===== config.mk =====
export PLATFORM = sky130hd
export DESIGN_NAME = reg_file_sb
export DESIGN_NICKNAME = d
export VERILOG_FILES = /design/src/rtl/reg_file_sb_pkg.sv /design/src/rtl/reg_file_sb_scoreboard.sv /design/src/rtl/reg_file_sb.sv
export SDC_FILE = /design/constraint.sdc
export NUM_CORES = 2
export LEC_CHECK = 0
export ABC_AREA = 1
export ABC_CLOCK_PERIOD_IN_PS = 2600
export CORE_ASPECT_RATIO = 0.6
export CORE_UTILIZATION = 54
export DETAILED_ROUTE_END_ITERATION = 8
export DONT_BUFFER_PORTS = 1
export GPL_ROUTABILITY_DRIVEN = 1
export PLACE_DENSITY_LB_ADDON = 0.08
export SYNTH_ARGS = -nofsm -noshare
export SYNTH_HDL_FRONTEND = slang
export SYNTH_SLANG_ARGS = --single-unit

===== constraint.sdc =====
create_clock -name clk -period 2.6 [get_ports clk]
set_input_delay 0.52 -clock clk [delete_from_list [all_inputs] [get_ports clk]]
set_output_delay 0.52 -clock clk [all_outputs]
set_load 0.01 [all_outputs]

===== src/rtl/reg_file_sb_pkg.sv =====
// rtl/reg_file_sb_pkg.sv - shared constants and helpers for the integer register file
package reg_file_sb_pkg;

  localparam int XLEN     = 32;
  localparam int NUM_REGS = 32;
  localparam int REG_AW   = 5;

  localparam logic [4:0] REG_ZERO = 5'd0;
  localparam logic [4:0] RA = 5'd1;
  localparam logic [4:0] SP = 5'd2;
  localparam logic [4:0] GP = 5'd3;
  localparam logic [4:0] TP = 5'd4;
  localparam logic [4:0] T0 = 5'd5;
  localparam logic [4:0] T1 = 5'd6;
  localparam logic [4:0] T2 = 5'd7;
  localparam logic [4:0] S0 = 5'd8;
  localparam logic [4:0] S1 = 5'd9;

  // Guards against addresses beyond REGS when the address space is not fully populated.
  function automatic logic addr_in_range(input logic [31:0] addr, input int regs);
    return addr < 32'(regs);
  endfunction

endpackage


===== src/rtl/reg_file_sb_scoreboard.sv =====
// rtl/reg_file_sb_scoreboard.sv - per-register busy bits for loads awaiting write-back
module reg_scoreboard
  import reg_file_sb_pkg::*;
#(
  parameter int REGS = NUM_REGS,
  parameter int AW   = REG_AW
) (
  input  logic          clk,
  input  logic          rst_n,
  input  logic          we,
  input  logic [AW-1:0] rd_addr,
  input  logic          busy_set,
  input  logic [AW-1:0] busy_addr,
  input  logic [AW-1:0] rs1_addr,
  input  logic [AW-1:0] rs2_addr,
  output logic          rs1_busy,
  output logic          rs2_busy
);

  logic [REGS-1:0] busy;

  // A new load to the same register supersedes the result being written back, so set wins.
  always_ff @(posedge clk or negedge rst_n) begin
    if (!rst_n) begin
      busy <= '0;
    end else begin
      busy[0] <= 1'b0;
      for (int i = 1; i < REGS; i++) begin
        if (busy_set && busy_addr == AW'(i)) begin
          busy[i] <= 1'b1;
        end else if (we && rd_addr == AW'(i)) begin
          busy[i] <= 1'b0;
        end
      end
    end
  end

  assign rs1_busy = addr_in_range(32'(rs1_addr), REGS) ? busy[rs1_addr] : 1'b0;
  assign rs2_busy = addr_in_range(32'(rs2_addr), REGS) ? busy[rs2_addr] : 1'b0;

endmodule


===== src/rtl/reg_file_sb.sv =====
// rtl/reg_file_sb.sv - integer register file with write-back bypass and busy scoreboard
module reg_file_sb
  import reg_file_sb_pkg::*;
#(
  parameter int N      = XLEN,
  parameter int REGS   = NUM_REGS,
  parameter int AW     = REG_AW,
  parameter bit BYPASS = 1'b1
) (
  input  logic          clk,
  input  logic          rst_n,
  input  logic [AW-1:0] rs1_addr,
  input  logic [AW-1:0] rs2_addr,
  output logic [N-1:0]  rs1_data,
  output logic [N-1:0]  rs2_data,
  input  logic          we,
  input  logic [AW-1:0] rd_addr,
  input  logic [N-1:0]  rd_data,
  input  logic          busy_set,
  input  logic [AW-1:0] busy_addr,
  output logic          rs1_busy,
  output logic          rs2_busy
);

  logic [N-1:0] regs [REGS];
  logic         wr_ok;
  logic         rs1_ok, rs2_ok;
  logic         fwd1, fwd2;
  logic         sb_busy1, sb_busy2;

  assign wr_ok = we && (rd_addr != '0) && addr_in_range(32'(rd_addr), REGS);

  always_ff @(posedge clk or negedge rst_n) begin
    if (!rst_n) begin
      for (int i = 0; i < REGS; i++) begin
        regs[i] <= '0;
      end
    end else if (wr_ok) begin
      regs[rd_addr] <= rd_data;
    end
  end

  assign rs1_ok = (rs1_addr != '0) && addr_in_range(32'(rs1_addr), REGS);
  assign rs2_ok = (rs2_addr != '0) && addr_in_range(32'(rs2_addr), REGS);

  // Forwarding is held off during reset so the read ports show the cleared state.
  assign fwd1 = BYPASS && rst_n && we && (rd_addr == rs1_addr);
  assign fwd2 = BYPASS && rst_n && we && (rd_addr == rs2_addr);

  assign rs1_data = !rs1_ok ? '0 : (fwd1 ? rd_data : regs[rs1_addr]);
  assign rs2_data = !rs2_ok ? '0 : (fwd2 ? rd_data : regs[rs2_addr]);

  reg_scoreboard #(
    .REGS (REGS),
    .AW   (AW)
  ) u_scoreboard (
    .clk       (clk),
    .rst_n     (rst_n),
    .we        (we),
    .rd_addr   (rd_addr),
    .busy_set  (busy_set),
    .busy_addr (busy_addr),
    .rs1_addr  (rs1_addr),
    .rs2_addr  (rs2_addr),
    .rs1_busy  (sb_busy1),
    .rs2_busy  (sb_busy2)
  );

  // A register whose result is being forwarded this cycle no longer needs a stall.
  assign rs1_busy = sb_busy1 && !(BYPASS && we && (rd_addr == rs1_addr));
  assign rs2_busy = sb_busy2 && !(BYPASS && we && (rd_addr == rs2_addr));

endmodule


==> run summary <==
Status - finished, violations left
Failing checks - hold timing, slew limit, setup timing
Max Transition Viols Final - 406
DR top layer - met5
Area share of the largest cell type after synthesis - 44.16%
Clk Latency, worst-skew pair - 0.73 ns
Largest net degree at the start of global routing - 1,062
Clk network pwr share - 33.3%
Num CTS Buffers - 105
# DRC - 0
Int Pwr - 33,220 uW
Nets@finish - 8,348
RSZ-0062 raised after global routing - yes
Iteration count of the initial detailed-routing pass - 8
Routed WL per cell - 26.17 um
Mapped cell area - 59,780 um^2
CP Cell Sequence - or2_2 > nand3_1 > nand3_1 > nand2_1 > inv_1 > nand2_1 > nand2_1 > nand2_2 > a21oi_2 > buf_4
Die area - 112,100 um^2
Worst setup margin - -1.409 ns
Final Hold Fails - 400
Area Overhead vs Synth - 15.52%
Metal-1 WL - 101,000 um
Area contributors post-synth - dfrtp_1 44%, nand2_1 18%, o21ai_0 9.8%, nand3_1 6.7%, o211ai_1 5.3%
Initial antenna violation count - 11
Crit. End Element - output pin
Worst setup SP type - input pin
Clk sink count - 1,055
Initial Utilization - 54.54%
Setup Skew - 0 ns
Post-synthesis area per instance - 7.021 um^2
Syn Nets - 8,571
RR Startpoint - u_scoreboard.busy[2]
P_sw - 15,730 uW
Core area - 109,600 um^2
# IOs - 122
Cells after Synth - 8,515
Power density cells - 708.9 nW/um^2
Critical path buffer and inverter count - 2
Reg2Reg Setup Slack - 1.72 ns
Synthesized flop and latch total - 1,055
Seq pwr share - 44.5%
Final period util - 154.2%
Placed cell count - 9,540
Worst Path Arrival - 3.49 ns
WP data required - 2.08 ns
Die W - 431.5 um
Critical Path Slowest Stage Cell - or2_2
CTS tree - built
First-pass GRT wire length - 363,300 um
Worst-path fanout max - 941
Vias in the first global route - 54,200
Drt initial violations - 10,330
Most common cell after layout, fill and taps aside - nand2_1
# port buffers - 0
Reg clk slew, reported paths - 0.07 ns
Hold Path Class - in -> async
Logic pwr share - 22.2%
Gp weighted congestion - 0.9192
Most frequent cells in the layout - 2,698 x nand2_1, 1,138 x o21ai_0, 1,055 x dfrtp_1
Maxcap violations - 0
GR Overflow Total - 0
Top cell family by delay on the critical path - simple AND/OR/NAND/NOR gates
Detailed Route WL - 258,400 um
DP Wirelength - 135,500 um
# setup viols final - 66
Worst hold slack - -0.5256 ns
Pleak - 0.03143 uW
Minimum clock period - 4.009 ns
Via density - 6.245
Via Count - 61,650
Row count - 94
Fmax - 0.2495 GHz
WL met3 - 43,170 um
Clock root buffer - clkbuf_16
Peak VDD IR - 528.4 uV
Synthesis Warnings - 0
Layout Cells excl Fill - 9,873
CP Class - in -> out
Met2 routed WL - 100,700 um
Share of layout cells above drive strength 1 - 11.54%
Cell taking the most area after synthesis - dfrtp_1
Most common cell on crit path - nand2_1
Synth unique cells - 34
R2R Path End - u_scoreboard.busy[2]
Final ANT Viol Nets - 0
Largest stage delay, worst path - 1.00 ns
Tot GR Track Use - 43.53%
CTS max path bufs - 3
Worst Tran Pin Value - 2.450 ns
Worst r2r path cells - 2
Max-slew headroom - -63.35%
# H-tree levels - 3
Die Y-Extent - 259.7 um
Worst setup path start - rs2_addr[0]
Sequential area share after synthesis - 44.16%
Sw frac - 32.14%
[how the worst max path moves through the flow]
| stage | cells past startpoint | endpoint |
|---|---|---|
| after CTS | 11 | rs2_data[8] |
| after global routing | 8 | rs2_data[21] |
| final | 10 | rs2_data[26] |
| after floorplan | 10 | rs2_data[30] |
| after detailed placement | 7 | rs1_data[30] |
| after global placement | 7 | rs1_data[30] |
[kinds of logic (layout without fill, tap and decap cells)]
group	Yosys count	count (layout)	share of synthesized area [%]
DFF	1055	1055	44.16
other	0	8	0
AOI/OAI and AO/OA	1945	1945	18.24
and+or+nand+nor	3974	3975	27.11
buffers and inverters	1536	1397	10.42
xor gates and xnor gates	5	5	0.07325
[routing by layer]
layer | vias to the layer above | track usage, %
met4 | 8 | 18.55
met5 | - | 0
met2 | 4758 | 59.97
met3 | 813 | 14.34
li1 | 27220 | -
met1 | 28850 | 62.23
[cell usage after synthesis (all sizes together)]
master / number
a211oi: 1
a21oi: 220
a22o: 6
a31oi: 65
buf: 363
clkbuf: 382
clkinv: 3
dfrtp: 1055
inv: 788
nand2: 2801
nand3: 801
nand4: 44
nor2: 293
nor3: 2
o211ai: 420
o21ai: 1229
o21bai: 1
o221ai: 1
o22ai: 1
o32ai: 1
or2: 33
xnor2: 1
xor2: 4
[repair_timing]
action,CTS,global route
hold buffers,32,4
buffers inserted,10,38
hold endpoints to repair,1715,450
gates resized for setup,108,370
pin swaps,27,157
setup endpoints to repair,66,66
cloned,1,45
[final cells by class]
class | instances | area (um^2)
fill | 9723 | 40560
multi-input combinational | 5925 | 28440
sequential | 1055 | 26400
timing repair buffer | 414 | 5704
clock buffer | 159 | 3194
inverter | 791 | 3048
tap | 1488 | 1862
clock inverter | 33 | 391.6
antenna | 8 | 20.02
[through the flow]
stage / power [uW] / area [um^2] / utilization, % / TNS [ns] / setup slack, ns
2_1_floorplan: 28780 / 59780 / - / 0 / 0.3107
3_3_place_gp: 30770 / 61920 / 56.49 / -7.061 / -0.5115
3_5_place_dp: 31110 / 61920 / 56.49 / -18.34 / -0.7325
4_1_cts: 47620 / 66240 / 60.43 / -5.175 / -0.2087
5_1_grt: 51140 / 69050 / 62.99 / -18.21 / -0.4838
6_report: 48950 / 69060 / 63.00 / -41.87 / -1.409
[power by group through the flow]
stage | Combinational (uW) | Clock (uW) | Sequential, uW
finish | 10900 | 16300 | 21800
global route | 12100 | 16900 | 22100
CTS | 9650 | 16300 | 21600
detailed placement | 9240 | 0 | 21900
global placement | 8980 | 0 | 21800
floorplan | 7340 | 0 | 21400
[registers in the layout, indices dropped and copies added, names as in the netlist]
register and count:
regs 1024, u_scoreboard.busy 31
(Power assumes the default switching activity.)
